File: config.mk
export PLATFORM = sky130hd
export DESIGN_NAME = bsram_arb_wb
export DESIGN_NICKNAME = d
export VERILOG_FILES = /design/src/rtl/bsram_arb_wb_pkg.sv /design/src/rtl/bsram_arb_rr2.sv /design/src/rtl/bsram_arb_wb.sv
export SDC_FILE = /design/constraint.sdc
export NUM_CORES = 1
export LEC_CHECK = 0
export BUFFER_PORTS_ARGS = -buffer_cell sky130_fd_sc_hd__buf_4
export CORE_AREA = 4 4 118 120
export DETAILED_ROUTE_END_ITERATION = 8
export DIE_AREA = 0 0 122 124
export GPL_TIMING_DRIVEN = 0
export HOLD_SLACK_MARGIN = 0.02
export MAX_ROUTING_LAYER = met4
export PLACE_DENSITY = 0.49
export SETUP_SLACK_MARGIN = 0.02
export SLEW_MARGIN = 20
export SYNTH_ARGS = -nofsm -noshare
export SYNTH_HDL_FRONTEND = slang
export SYNTH_SLANG_ARGS = --single-unit
File: constraint.sdc
create_clock -name wb_clk_i -period 2 [get_ports wb_clk_i]
set_input_delay 0.2 -clock wb_clk_i [delete_from_list [all_inputs] [get_ports wb_clk_i]]
set_output_delay 0.2 -clock wb_clk_i [all_outputs]
set_load 0.01 [all_outputs]
File: src/rtl/bsram_arb_wb_pkg.sv
// bsram_arb_wb_pkg: arbiter state encodings and default timeout shared by the BSRAM Wishbone arbiter
package bsram_arb_wb_pkg;
  typedef enum logic {ARB_IDLE = 1'b0, ARB_BUSY = 1'b1} arb_state_e;
  localparam int ARB_DEF_TIMEOUT = 16;
endpackage

File: src/rtl/bsram_arb_rr2.sv
// bsram_arb_rr2: 2-way round-robin pick (req[1:0], last -> grant index, valid)
module bsram_arb_rr2 (
  input  logic [1:0] req,
  input  logic       last,
  output logic       grant,
  output logic       valid
);
  assign valid = |req;
  assign grant = &req ? ~last : req[1];
endmodule

File: src/rtl/bsram_arb_wb.sv
// bsram_arb_wb: round-robin two-master Wishbone arbiter in front of a BSRAM slave; m0/m1 in, s_* out, BSRAM_ARB_TIMEOUT_EN adds BUSY timeout with mN_err_o
module bsram_arb_wb
  import bsram_arb_wb_pkg::*;
#(
  parameter int AW      = 30,
  parameter int DW      = 32,
  parameter int TIMEOUT = ARB_DEF_TIMEOUT
) (
  input  logic            wb_clk_i,
  input  logic            wb_rst_i,
  input  logic [AW-1:0]   m0_adr_i,
  input  logic [DW-1:0]   m0_dat_i,
  output logic [DW-1:0]   m0_dat_o,
  input  logic            m0_we_i,
  input  logic [DW/8-1:0] m0_sel_i,
  input  logic            m0_stb_i,
  input  logic            m0_cyc_i,
  output logic            m0_ack_o,
  output logic            m0_err_o,
  input  logic [AW-1:0]   m1_adr_i,
  input  logic [DW-1:0]   m1_dat_i,
  output logic [DW-1:0]   m1_dat_o,
  input  logic            m1_we_i,
  input  logic [DW/8-1:0] m1_sel_i,
  input  logic            m1_stb_i,
  input  logic            m1_cyc_i,
  output logic            m1_ack_o,
  output logic            m1_err_o,
  output logic [AW-1:0]   s_adr_o,
  output logic [DW-1:0]   s_dat_o,
  input  logic [DW-1:0]   s_dat_i,
  output logic            s_we_o,
  output logic [DW/8-1:0] s_sel_o,
  output logic            s_stb_o,
  output logic            s_cyc_o,
  input  logic            s_ack_i
);
  arb_state_e state_q, state_d;
  logic grant_q, grant_d, last_q, last_d;
  logic pick, any_req, busy, g_req, fin, tmo;
  bsram_arb_rr2 u_rr2 (
    .req   ({m1_cyc_i & m1_stb_i, m0_cyc_i & m0_stb_i}),
    .last  (last_q),
    .grant (pick),
    .valid (any_req)
  );
  assign busy  = state_q == ARB_BUSY;
  assign g_req = grant_q ? m1_cyc_i & m1_stb_i : m0_cyc_i & m0_stb_i;
`ifdef BSRAM_ARB_TIMEOUT_EN
  localparam int TW = $clog2(TIMEOUT);
  logic [TW-1:0] timer_q, timer_d;
  assign tmo = busy & g_req & ~s_ack_i & (timer_q == TW'(TIMEOUT - 1));
  always_comb timer_d = busy ? timer_q + 1'b1 : '0;
  always_ff @(posedge wb_clk_i or posedge wb_rst_i)
    if (wb_rst_i) timer_q <= '0;
    else timer_q <= timer_d;
`else
  localparam int unused_timeout = TIMEOUT;
  assign tmo = 1'b0;
`endif
  assign fin      = busy & (~g_req | s_ack_i | tmo);
  assign s_stb_o  = busy & g_req & ~tmo;
  assign s_cyc_o  = s_stb_o;
  assign s_adr_o  = grant_q ? m1_adr_i : m0_adr_i;
  assign s_dat_o  = grant_q ? m1_dat_i : m0_dat_i;
  assign s_we_o   = grant_q ? m1_we_i : m0_we_i;
  assign s_sel_o  = grant_q ? m1_sel_i : m0_sel_i;
  assign m0_dat_o = s_dat_i;
  assign m1_dat_o = s_dat_i;
  assign m0_ack_o = busy & g_req & s_ack_i & ~grant_q;
  assign m1_ack_o = busy & g_req & s_ack_i & grant_q;
  assign m0_err_o = tmo & ~grant_q;
  assign m1_err_o = tmo & grant_q;
  always_comb begin
    state_d = busy ? (fin ? ARB_IDLE : ARB_BUSY) : (any_req ? ARB_BUSY : ARB_IDLE);
    grant_d = (!busy && any_req) ? pick : grant_q;
    last_d  = (!busy && any_req) ? pick : last_q;
  end
  always_ff @(posedge wb_clk_i or posedge wb_rst_i)
    if (wb_rst_i) begin
      state_q <= ARB_IDLE;
      grant_q <= 1'b0;
      last_q  <= 1'b1;
    end else begin
      state_q <= state_d;
      grant_q <= grant_d;
      last_q  <= last_d;
    end
endmodule

# After elaboration in Yosys (flattened, before gate mapping)
# Index checks and enable logic that the tools add are counted.
[totals]
reg_bits = 3
inputBits = 173
out_inout_bits = 137
wordCells = 27
[classes]
muxes = 9
bitwise = 11
reduce_logical = 4
[ops]
columns = ["op", "n"]
rows = [
  ["32-bit 2-to-1 mux", 1],
  ["30-bit 2-to-1 mux", 1],
  ["1-bit bitwise AND", 7],
  ["1-bit 2-to-1 mux", 6],
  ["4-bit 2-to-1 mux", 1],
  ["1-bit NOT", 3],
  ["2-bit AND reduction", 1],
  ["2-bit OR reduction", 1],
  ["1-bit logical AND", 1],
  ["1-bit logical NOT", 1],
  ["1-bit OR", 1],
]

# Logic depth before layout (Yosys ltp)
# Gate-level depths: netlist of the first run.
[logic_depth]
depth_word = 7
depth_mapped = 5
depth_no_buf = 3

# Hierarchy
# A second synthesis of the first run with hierarchy kept.
[hier_totals]
hier_cells = 164
area_unflattened_um2 = 1545.2
[by_module_without_submodules]
columns = ["mod", "instances", "cells_each", "area_per_inst_um2", "seq_area_each_um2"]
rows = [
  ["bsram_arb_wb", 1, 162, 1531.5, 76.3],
  ["bsram_arb_rr2", 1, 2, 13.8, 0.0],
]

# Worst setup path before layout of the first run
# Ideal clock, no wire load.
[synth_timing]
path_type = "register to output"
from = "register grant_q"
to = "output s_stb_o"
arrival_time_ps = 1094
required_ps = 1800
path_slack_ps = 706
path_stages_with_launch = 6
n_path_buf = 3
cell_sequence = "dfrtp_1 -> buf_6 -> buf_8 -> o21ai_1 -> and2_1 -> buf_4"
[synth_via]
elab_chain_cells = 2
[synth_lines]
columns = ["item", "line", "source"]
rows = [
  ["from (decl)", "bsram_arb_wb.sv:39", "logic grant_q, grant_d, last_q, last_d;"],
  ["from (signal assigned)", "bsram_arb_wb.sv:86", "grant_q <= grant_d;"],
  ["1-bit 2-to-1 mux", "bsram_arb_wb.sv:48", "assign g_req = grant_q ? m1_cyc_i & m1_stb_i : m0_cyc_i & m0_stb_i;"],
  ["1-bit bitwise AND", "bsram_arb_wb.sv:62", "assign s_stb_o = busy & g_req & ~tmo;"],
  ["to (decl)", "bsram_arb_wb.sv:34", "output logic s_stb_o,"],
]
# No other way between the ends.

# Worst setup path in the final report of the first run
# Same ends and word-level chain as after synthesis.

==> results.txt, run 1 <==
* Vias in the first global route: 2,157
* Hold/Removal Path Class: input port to flop
- VDD sags by at most around 0.17 mV.
- After detailed routing, the number of remaining DRC violations is 0.
- Detailed placement finished with a half-perimeter wire length of slightly above 7 mm.
- Power per unit of standard cell area: 543.5 nW/um2
* Layout cells sized above 1: 94.61%
- Most prevalent standard cell on the critical path: sky130_fd_sc_hd__buf_4
* Compound-Gate Fraction of Synth Area: 1.777%
- Kind of cell adding the most delay to the critical path: buffers and inverters
* Mapped Avg Cell Area: 11.16 um2
- Setup repair after global routing left no endpoint under its margin.
- Global-route wire length before repair: about 10 mm
* Number of clock sinks seen by CTS: 3
- For this run, the detailed router's first-pass iteration total came to 4.
- Starting utilization of the core area: 14.10%
- Global routing used about 9% of the available tracks.
* Top post-synthesis cells by area: sky130_fd_sc_hd__mux2_4 (55%), sky130_fd_sc_hd__buf_4 (27%), sky130_fd_sc_hd__buf_12 (6.6%)
* Total of warnings raised by yosys: 0
- The largest single stage delay on the critical path is 320 ps.
- Register bit count reported by yosys: 3
- Post-placement cell area: 4119 um2
- CTS built an H-tree with a depth of 1.
- For the worst-skew pair, the clock arrives at the later sink with an insertion delay of around 220 ps.
- TNS Setup: 0 ps
* Critical Path Sink Type: output port
- Port Buf Inserts: 275
- Once the clock tree was built, the setup fixing pass inserted 0 buffers.
* Die Y-Extent: around 120 um
- The number of max-slew violations in the final report was 0.
* Area overhead of the layout relative to synthesis: 129.9%
- Max-cap violation count: 0
- Largest driver fanout on the critical path: 10
- # IOs: between 300 and 400
* Last weighted congestion value of the routability-driven placer: 0.7136
- Post-synthesis share of cell area spent on xor and xnor gates: 0%
- TritonCTS clock tree: done
- In the final routed layout, each cell accounts on average for 12.80 um.
- After detailed routing, the number of vias per cell comes to 3.488.
- After detailed routing, the total wire length is approximately 7.9 mm.
- Most frequent cells in the layout: sky130_fd_sc_hd__buf_4 (342), sky130_fd_sc_hd__mux2_4 (67), sky130_fd_sc_hd__buf_12 (6)
* Worst-case clock buffer depth: 2
* Cell with the largest stage delay on the worst path: sky130_fd_sc_hd__dfrtp_1
* Fraction of the yosys area taken by sequential cells: under 10%
- Result of the run: complete, no violations
- Summed over all layers, the global routing overflow is 0.
* FP Rows: 42
* Final instance area: 4208 um2
- Clock Tree Root: sky130_fd_sc_hd__clkbuf_16
* CP Data Arrival Time: about 1500 ps
- Final net count: approximately 620
- Adder-cell share of the synthesized area: 0%
- STA puts the critical path data required time at 1800 ps.
- TritonCTS created 3 clock buffers.
- Total power for the finished layout comes to 0.002287 W.
- Cell area after technology mapping: about 1800 um2
- Area share of the largest cell type after synthesis: 54.96%
* ANT cells: 0
* Mux share of post-synthesis cell area: roughly 55%
- Final critical-path required period: roughly 1700 ps
- Count of endpoints failing hold in the final timing report: 0
- Reg clk slew, reported paths: 30 ps
- Antenna-violating nets left: 0
* Number of distinct library cells after synthesis: 20
* Total of hold buffers inserted after clock tree synthesis: 1
- Sort of element at the start of the critical path: flop
* Number of setup violations in the final report: 0
- Tcrit/Tclk final: a little over 80%
- The die covers 15,130 um2.
- Largest family of logic cells by synthesized area: multiplexers
- Cell taking the most area after synthesis: sky130_fd_sc_hd__mux2_4
- The first routing iteration left 34 violations.
- Once the clock tree was built, the resizer swapped 0 gates to a different size.
- Total vias in the final route: around 2,200
- Floorplan core area: 12,980 um2
- For this design the static power due to leakage is 2.389 nW.
- Leading cell type in the layout, fill and taps excluded: sky130_fd_sc_hd__buf_4
- Derived from the worst setup path, the maximum achievable clock frequency is ~600 MHz.
- Between clock sinks in the finished design, the worst skew comes to around 0.11 ps.
- By startpoint and endpoint, the worst setup path is classified as flop to output port.
- Fraction of the mapped netlist area in simple logic gates: 3.213%
- Die width: between 100 and 150 um
- CP Buf/Inv Count: 4
- Entering global routing, the biggest net connects 11 pins.
* Initial antenna violation count: 0
- Traced cell by cell, the critical path runs through buf_6, buf_8, o21ai_1, and2_1, buf_4, buf_4.
- Post-Syn Instances: between 150 and 200
## metal layers
| metal | routed length (um) | vias to the layer above | track usage, % | part of all wire [%] |
|---|---|---|---|---|
| met3 | 1115 | 2 | 2.498 | 14 |
| met5 | 0 | - | - | 0 |
| met4 | 51 | 0 | 2.101 | 0.64 |
| met2 | 3986 | 170 | 16.13 | 50 |
| met1 | 2795 | 939 | 9.792 | 35 |
| li1 | - | 1055 | - | - |
## Yosys cell counts
library cell                n
sky130_fd_sc_hd__buf_4     67
sky130_fd_sc_hd__mux2_4    67
sky130_fd_sc_hd__buf_12     6
sky130_fd_sc_hd__nand2_1    3
sky130_fd_sc_hd__nor2_1     3
sky130_fd_sc_hd__and2_1     2
sky130_fd_sc_hd__dfrtp_1    2
sky130_fd_sc_hd__o21ai_1    2
sky130_fd_sc_hd__and3_1     1
sky130_fd_sc_hd__buf_6      1
sky130_fd_sc_hd__buf_8      1
sky130_fd_sc_hd__conb_1     1
sky130_fd_sc_hd__dfstp_2    1
sky130_fd_sc_hd__inv_1      1
sky130_fd_sc_hd__nand3_1    1
sky130_fd_sc_hd__nand3b_1   1
sky130_fd_sc_hd__nor3_1     1
sky130_fd_sc_hd__o21ai_0    1
sky130_fd_sc_hd__o31ai_1    1
sky130_fd_sc_hd__o32a_1     1
## tightest hold or removal path, stage by stage
cell and delay (ps):
sky130_fd_sc_hd__buf_4 110, sky130_fd_sc_hd__nand2_1 110, sky130_fd_sc_hd__o31ai_1 80
## worst paths after layout
check | from | endpoint | slack [ps] | cells after the start
worst max-delay path | grant_q$_DFFE_PP0P_ | s_stb_o | 350 | 6
worst min-delay path | m1_stb_i | last_q$_DFFE_PP1P_ | 290 | 3
worst max register to register | grant_q$_DFFE_PP0P_ | busy$_DFF_PP0_ | 960 | 4
worst min register to register | last_q$_DFFE_PP1P_ | last_q$_DFFE_PP1P_ | 510 | 2
max in group asynchronous | wb_rst_i | last_q$_DFFE_PP1P_ | 1360 | 3
min in group asynchronous | wb_rst_i | busy$_DFF_PP0_ | 430 | 3
## kinds of logic (layout without fill, tap and decap cells)
family | count (synthesis) | in the layout
buffers and inverters | 76 | 356
multiplexers | 67 | 67
AND/OR/NAND/NOR | 12 | 12
AO/OA/AOI/OAI | 5 | 5
flip-flops | 3 | 3
other | 1 | 2
## through the flow
step	hold WS, ps	setup WS (ps)	util (%)	instances
3_3_place_gp	78.11	551.9	31.73	616
5_1_grt	318.8	272.3	32.42	621
6_report	292.6	345.2	32.42	621
4_1_cts	295.8	309.2	32.42	621
3_5_place_dp	82.44	556.0	31.73	616
2_1_floorplan	-47.08	705.8	-	165
## area by class of cell
type                            count  area [um2]
Fill cell                        1330        8772
Timing Repair Buffer              276        2074
Sequential cell                     3       76.32
Clock buffer                        4       78.83
Tap cell                          176       220.2
Buffer                             75       649.4
Inverter                            1       3.754
Multi-Input combinational cell     86        1105
## power by group
group	internal [W]	switching [W]
Clock	0.000263	0.0000544
Sequential	0.0000818	0.0000124
Combinational	0.00121	0.000665
## registers in the layout, summed over array words and instances (netlist names)
name / cells
last_q: 1
grant_q: 1
busy: 1
Power figures use the tool's default switching activity.
==> run 2, diff against run 1 <==
Settings changed: ABC_AREA set to 1, CORE_AREA 4 4 118 120 to 4 4 119 121, DIE_AREA 0 0 122 124 to 0 0 123 125, PLACE_DENSITY 0.49 to 0.46.
Clock period 2 ns to 1.7 ns, I/O delays scaled along.
==> run 2 against run 1 <==
Compared with the run above:
- setup slack worse by 210 ps
- cell area down 6.6%
- sequential power is 11% higher
- sequential share of layout area grew 0.13 points
- largest cell class unchanged
- critical endpoint unchanged
- die area grew 1.6%
- register-to-register slack worse by 330 ps
- count of clock-buffer cells in the layout stayed put
- power up 15%
- synthesized area shrank 16%
==> results.txt, run 2 <==
* Result of the run: complete, no violations
* Max-cap violation count: 0
- The net count of the finished layout is 768.
- TNS Setup: 0 ps
* Most prevalent standard cell on the critical path: sky130_fd_sc_hd__buf_4
- After synthesis, flip-flops and latches occupy between 4 and 5% of the total area.
- List of most frequent post-synthesis cells: sky130_fd_sc_hd__nand2_1 (213), sky130_fd_sc_hd__buf_4 (68), sky130_fd_sc_hd__buf_2 (9)
- In this run the remaining antenna-violating nets after routing total 0.
- The synthesized netlist devotes 0% of its cell area to adder and majority cells.
* Number of setup violations in the final report: 0
* Combined global-route utilization of all metal layers: 10.72%
- Detailed placement HPWL: 8.128 mm
* Clock Tree Root: sky130_fd_sc_hd__clkbuf_16
* Mean routed wirelength per cell: 11.88 um
* Final instance area: 3931 um2
* Vias in the first global route: 2,704
- Length in cells of the worst reg-to-reg path: 6
- For this design the top-level I/O count stands at 310.
- Filler Cell Count: between 1,000 and 1,500
- Yosys mapped a number of flops with a built-in enable equal to 0.
- The most used flip-flop cell after synthesis is sky130_fd_sc_hd__dfrtp_1.
- Largest net degree at the start of global routing: 11
- The analysis attributes to cell leakage a power of 2.484 nW.
- The number of antenna violations at the first check in global routing is 0.
- For the worst setup path, the data required time is 1530 ps.
- The critical path runs through a total of 8 cells.
- Tcrit/Tclk final: 92.10%
- Reg2Reg Launch Point: grant_q$_DFFE_PP0P_
* Reg clk slew, reported paths: about 30 ps
- In this run the worst setup path terminates at s_stb_o.
- Most frequent cell after synthesis: sky130_fd_sc_hd__nand2_1
- Dividing the synthesized area by the synthesized cell count gives 4.921 um2.
* Cell taking the most area after synthesis: sky130_fd_sc_hd__nand2_1
* CP Buf/Inv Count: 5
- The congestion estimate from routability-driven global placement came to 0.7831.
- Of the total synthesized cell area, the portion taken by XOR and XNOR cells is 0%.
- Post-Syn Instances: roughly 310
* Worst-case clock buffer depth: 2
- Layout cells sized above 1: 61.11%
* Sort of element at the start of the critical path: flop
- Based on the critical path, the design can be clocked at up to 638.7 MHz.
- Largest driver fanout on the critical path: 10
- The routed design could run at a clock period as short as 1566 ps.
- The floorplan step set the die height to about 130 um.
- Across all layers, the routed design uses between 2,000 and 3,000 vias.
- The critical path starts at grant_q$_DFFE_PP0P_.
- After detailed routing, the number of remaining DRC violations is 0.
- Total of warnings raised by yosys: 0
- Global-route wire length before repair: 13.25 mm
- H-Tree Level Count: 1
- Stage delay of the slowest cell on the critical path: 360 ps
- Buffers inserted during clock tree synthesis total 3.
- The synthesized netlist devotes 0% of its cell area to compound gates.
- 0 antenna diodes ended up in the layout.
- After synthesis, the share of flip-flops with an asynchronous set or reset is 100.0%.
* Most frequent cells in the layout: sky130_fd_sc_hd__buf_4 (342), sky130_fd_sc_hd__nand2_1 (213), sky130_fd_sc_hd__buf_2 (9), sky130_fd_sc_hd__inv_1 (6)
- Critical Path Sink Type: output port
- The floorplan step defined a die boundary enclosing 15,380 um2.
- Area overhead of the layout relative to synthesis: 155.2%
* IR drop worst, VDD: ~0.43 mV
- In this run the cell area of the synthesized design comes to 1540 um2.
- Starting utilization of the core area: 11.77%
* Reg-to-reg setup timing slack: between 600 and 700 ps
- Dividing total power by cell area gives a power density of 669.0 nW/um2.
- CP Data Arrival Time: 1400 ps
* Critical setup path kind: flop to output port
- TritonCTS built the clock tree.
* Post-placement cell area: approximately 3800 um2
* Top post-synthesis cells by area: sky130_fd_sc_hd__nand2_1 (52%), sky130_fd_sc_hd__buf_4 (33%), sky130_fd_sc_hd__dfrtp_1 (3.2%)
* DRT Pass-1 Iters: 4
- Wire length reported by the detailed router: 9.146 mm
* Port Buf Inserts: 275
- After synthesis, the largest family of logic cells by area is simple AND/OR/NAND/NOR gates.
* Number of max-slew violations in the final report: 0
- Clock latency reported for the late side of the worst-skew pair: between 200 and 250 ps
* Leading cell type in the layout, fill and taps excluded: sky130_fd_sc_hd__buf_4
- The synthesized design devotes to its leading area cell type 51.91% of total area.
- Worst min-delay path startpoint: s_ack_i
- The path class of the tightest hold or removal check is input port to flop.
- In this run the post-CTS setup repair buffer count came out at 0.
- Row generation in the floorplan step produced 42 rows.
- The tree built by TritonCTS fans out to 3 sinks.
- Endpoint of the worst-slack reg-to-reg timing path: busy$_DFF_PP0_
- Floorplan core area: 13,090 um2
* Die width: about 120 um
* Setup repair after global routing missed its margin: no
- Number of distinct library cells after synthesis: 14
- Clock Skew: 1.276 ps
- The synthesized design contains 3 register bits.
- Total gr overflow: 0
* Count of endpoints failing hold in the final timing report: 0
- The slowest stage of the critical path belongs to the cell sky130_fd_sc_hd__dfrtp_1.
- Vias per cell: 3.568
- Initial detailed-routing violation count: 52
- Fraction of the mapped netlist area in simple logic gates: between 50% and 60%
- Kind of cell adding the most delay to the critical path: buffers and inverters
- The signal on the critical path passes through buf_6, inv_4, buf_8, nand2_2, nand2_1, nor2_2, buf_4, buf_4.
- Mux share of post-synthesis cell area: 0%
## run 2: cell count changes in the layout (fill, tap and decap cells not counted), moves of 2 or more
cell,change
sky130_fd_sc_hd__nand4_1,+3
sky130_fd_sc_hd__nand2_1,+210
sky130_fd_sc_hd__nor2_1,-2
sky130_fd_sc_hd__inv_1,+5
sky130_fd_sc_hd__mux2_4,-67
sky130_fd_sc_hd__buf_6,+2
sky130_fd_sc_hd__and2_1,-2
sky130_fd_sc_hd__o21ai_1,-2
sky130_fd_sc_hd__buf_12,-6
sky130_fd_sc_hd__buf_2,+9
## run 2: layout make-up
class | count | area (um2) | area share, %
Clock buffer | 4 | 78.83 | 2.005
Tap cell | 176 | 220.2 | 5.602
Inverter | 7 | 28.78 | 0.7320
Timing Repair Buffer | 276 | 2074 | 52.77
Multi-Input combinational cell | 222 | 847.1 | 21.55
Sequential cell | 3 | 76.32 | 1.941
Buffer | 82 | 605.6 | 15.40
## run 2: timing repair
item / in CTS / in global routing
pin swaps: 0 / 0
hold buffers: 1 / 0
gates resized for setup: 2 / 3
hold endpoints to repair: 3 / 0
endpoints found under the setup margin: 2 / 1
## run 2: kinds of logic (layout without fill, tap and decap cells)
kind of cell	Yosys count	after routing
flip-flops	3	3
AND/OR/NAND/NOR	220	220
buffers and inverters	89	369
other	1	2
## run 2: worst reg2reg max path, delay by kind of cell, from the launching register on
| family | cells | cell delay, ps |
|---|---|---|
| buffers and inverters | 3 | 370 |
| and+or+nand+nor | 3 | 230 |
| DFF | 1 | 360 |
## run 2: metrics by stage
step	utilization [%]	power [W]	std cells	hold slack (ps)	setup WS, ps
detailed placement	29.26	0.002288	765	51.91	250.4
finish	30.04	0.002630	770	261.4	134.3
floorplan	-	0.001115	314	-77.08	442.0
global route	30.04	0.002875	770	289.7	23.32
global placement	29.26	0.002287	765	47.73	247.1
CTS	29.98	0.002678	770	258.3	40.90
## run 2: metal layers
layer / global-route usage [%] / share of wire, % / vias to the layer above
met2: 21.61 / 56 / 172
li1: - / - / 1419
met4: 0.6515 / 0.30 / 0
met3: 1.536 / 11 / 2
met1: 11.24 / 33 / 1154
met5: - / 0 / -
## run 2: how the worst min path moves through the flow
stage                           to  cells past startpoint  slack [ps]
2_1_floorplan       busy$_DFF_PP0_                      1         -80
3_3_place_gp   grant_q$_DFFE_PP0P_                      2          50
3_5_place_dp        busy$_DFF_PP0_                      2          50
4_1_cts             busy$_DFF_PP0_                      4         260
5_1_grt             busy$_DFF_PP0_                      4         290
6_report            busy$_DFF_PP0_                      4         260
## run 2: power by group
| group | leakage (nW) | internal [W] | total, W | switching, W |
|---|---|---|---|---|
| clock network | 0.0382 | 0.000309 | 0.000366 | 0.0000573 |
| logic | 2.41 | 0.00111 | 0.00216 | 0.00105 |
| registers | 0.0352 | 0.0000927 | 0.000104 | 0.0000113 |
==> run 3, diff against run 2 <==
Settings changed: CELL_PAD_IN_SITES_DETAIL_PLACEMENT set to 0, CELL_PAD_IN_SITES_GLOBAL_PLACEMENT set to 1, CORE_AREA 4 4 119 121 to unset, CORE_ASPECT_RATIO set to 1.2, CORE_MARGIN set to 4, CORE_UTILIZATION set to 12, DIE_AREA 0 0 123 125 to unset, PLACE_DENSITY 0.46 to 0.81.
==> run 3 against run 2 <==
Compared with the run above:
- sequential power about the same
- register-to-register slack about the same
- clock power increased by 6.3%
- highest routed layer unchanged
==> results.txt, run 3 (synthesized netlist as in run 2, its figures left out) <==
* Number of clock sinks seen by CTS: 3
- In the detailed route, the total length drawn on met2 is 4.812 mm.
* Final standard cell count with taps included and fillers excluded: 760
- The cell family contributing the most delay on the critical path is buffers and inverters.
* Wire length reported by the detailed router: a little over 9 mm
- Layout cells sized above 1: around three fifths
* Final net count: 770
* Worst Path Required: 1530 ps
* Cell leakage power: 2.496 nW
- In the detailed route, the total length drawn on met3 is 817 um.
- In the final routing, the length of wire on met1 measures 3.422 mm.
* Mean routed wirelength per cell: 12.05 um
- DRT Pass-1 Iters: 4
- The worst setup path is captured at an output port.
* Setup repair after global routing missed its margin: no
- The flow ran to the end, and the final reports show no timing, DRC or antenna violations.
* Initial antenna violation count: 0
- The die covers approximately 15,000 um2.
* Total vias in the final route: 2,721
- Final critical-path required period: 1581 ps
- Fill cells in the final layout number 1,446.
* Vias per cell: 3.580
* H-Tree Level Count: 1
- From synthesis to final layout, the design area changed by 155.4%.
- FP Rows: 45
- The region available for standard cell placement spans 12,610 um2.
* Port Buf Inserts: 275
* Cell with the largest stage delay on the worst path: sky130_fd_sc_hd__dfrtp_1
- Last weighted congestion value of the routability-driven placer: 0.7978
- # placed instances: 753
- The first global-routing pass estimated around 14 mm of wire.
- Across all hold checks on the routed design, the worst slack comes to 247.9 ps.
- Clock Skew: between 3 and 4 ps
- Antenna-violating nets left: 0
- Clock Tree Root: sky130_fd_sc_hd__clkbuf_16
- In this run the worst path has a maximum fanout of 10.
- Dividing total power by cell area gives a power density of 682.3 nW/um2.
* Initial detailed-routing violation count: 77
- Setup violations remaining at the end of the flow were counted as 0.
* Tcrit/Tclk final: 92.99%
- Measured along the y axis, the die boundary spans 132.1 um.
- TritonCTS clock tree: done
- Entering global routing, the biggest net connects 11 pins.
* ANT cells: 0
- IR drop worst, VDD: 0.4446 mV
* CP Data Arrival Time: between 1000 and 1500 ps
- Detailed placement HPWL: just over 8 mm
- Cts bufs inserted: 3
* Critical setup path kind: flop to output port
- Most frequent cells in the layout: sky130_fd_sc_hd__buf_4 (344), sky130_fd_sc_hd__nand2_1 (213), sky130_fd_sc_hd__buf_2 (9), sky130_fd_sc_hd__inv_1 (6)
* Most prevalent standard cell on the critical path: sky130_fd_sc_hd__buf_4
- In this run the worst hold path is classified as input port to flop.
- The number of endpoints with negative hold slack in the final report came to 0.
- Worst setup margin: 119.2 ps
- Number of max-slew violations in the final report: 0
* Combined global-route utilization of all metal layers: 11.43%
* Starting utilization of the core area: between 10% and 20%
- TNS Setup: 0 ps
- Highest routing layer actually used: met4
- Max-cap violation count: 0
- Pre-CTS worst setup slack: approximately 230 ps
- CP Buf/Inv Count: 5
* Clock latency reported for the late side of the worst-skew pair: about 230 ps
* # IOs: 310
* Reg clk slew, reported paths: 30 ps
- The die is between 100 and 150 um wide.
- Leading cell type in the layout, fill and taps excluded: sky130_fd_sc_hd__buf_4
* Worst-case clock buffer depth: 2
- Total gr overflow: 0
* Stage delay of the slowest cell on the critical path: 360 ps
- Vias in the first global route: roughly 2,800
* DRC errors left: 0
- Maximum clock rate: around 630 MHz
- The worst setup path is launched from a flop.
- Crit-path cells: buf_6, inv_4, buf_12, nand2_2, nand2_1, nor2_1, buf_4, buf_4
## run 3: cell types whose count changed in the layout (fill, tap and decap cells not counted)
| cell | delta |
|---|---|
| sky130_fd_sc_hd__nor2_2 | -1 |
| sky130_fd_sc_hd__nor2_1 | +1 |
| sky130_fd_sc_hd__buf_12 | +1 |
| sky130_fd_sc_hd__buf_4 | +2 |
| sky130_fd_sc_hd__buf_8 | -1 |
## run 3: through the flow
stage / utilization, % / area, um2 / power, W
CTS: 31.03 / 3914 / 0.002705
floorplan: - / 1544 / 0.001115
global route: 31.19 / 3934 / 0.002904
global placement: 30.24 / 3814 / 0.002300
detailed placement: 30.24 / 3814 / 0.002292
finish: 31.19 / 3934 / 0.002684
## run 3: worst min-delay path, stage by stage
cell and delay [ps]:
sky130_fd_sc_hd__buf_4 90, sky130_fd_sc_hd__inv_1 40, sky130_fd_sc_hd__nand4_1 90, sky130_fd_sc_hd__nand2_1 50
## run 3: report_power, final
group / total [W] / switching [W] / internal, W
Clock: 0.000389 / 0.0000783 / 0.000311
Sequential: 0.000104 / 0.0000109 / 0.0000926
Combinational: 0.00219 / 0.00106 / 0.00113
## run 3: layout make-up
class                           instances  area (um2)  share of cell area (%)
Clock buffer                            4       78.83                   2.004
Timing Repair Buffer                  278        2090                   53.12
Tap cell                              164       205.2                   5.216
Multi-Input combinational cell        222       844.6                   21.47
Inverter                                7       28.78                  0.7316
Buffer                                 82       610.6                   15.52
Sequential cell                         3       76.32                   1.940
## run 3: worst paths after layout
kind,depth (start not counted),startpoint,slack [ps],end
max,8,grant_q$_DFFE_PP0P_,120,s_stb_o
max reg2reg,6,grant_q$_DFFE_PP0P_,630,busy$_DFF_PP0_
max in group asynchronous,3,wb_rst_i,1110,last_q$_DFFE_PP1P_
min in group asynchronous,3,wb_rst_i,360,busy$_DFF_PP0_
min reg2reg,2,last_q$_DFFE_PP1P_,460,last_q$_DFFE_PP1P_
min,4,s_ack_i,250,busy$_DFF_PP0_
## run 3: routing by layer
| metal | track usage [%] | vias up |
|---|---|---|
| li1 | - | 1425 |
| met1 | 12.89 | 1136 |
| met2 | 21.23 | 152 |
| met3 | 1.882 | 8 |
| met4 | 2.164 | 0 |
| met5 | - | - |
## run 3: repair_timing
item	4_1_cts	5_1_grt
endpoints found under the setup margin	3	11
hold buffers	1	0
endpoints found under the hold margin	2	0
pin swaps	0	0
buffers inserted	0	2
resized for setup	3	3
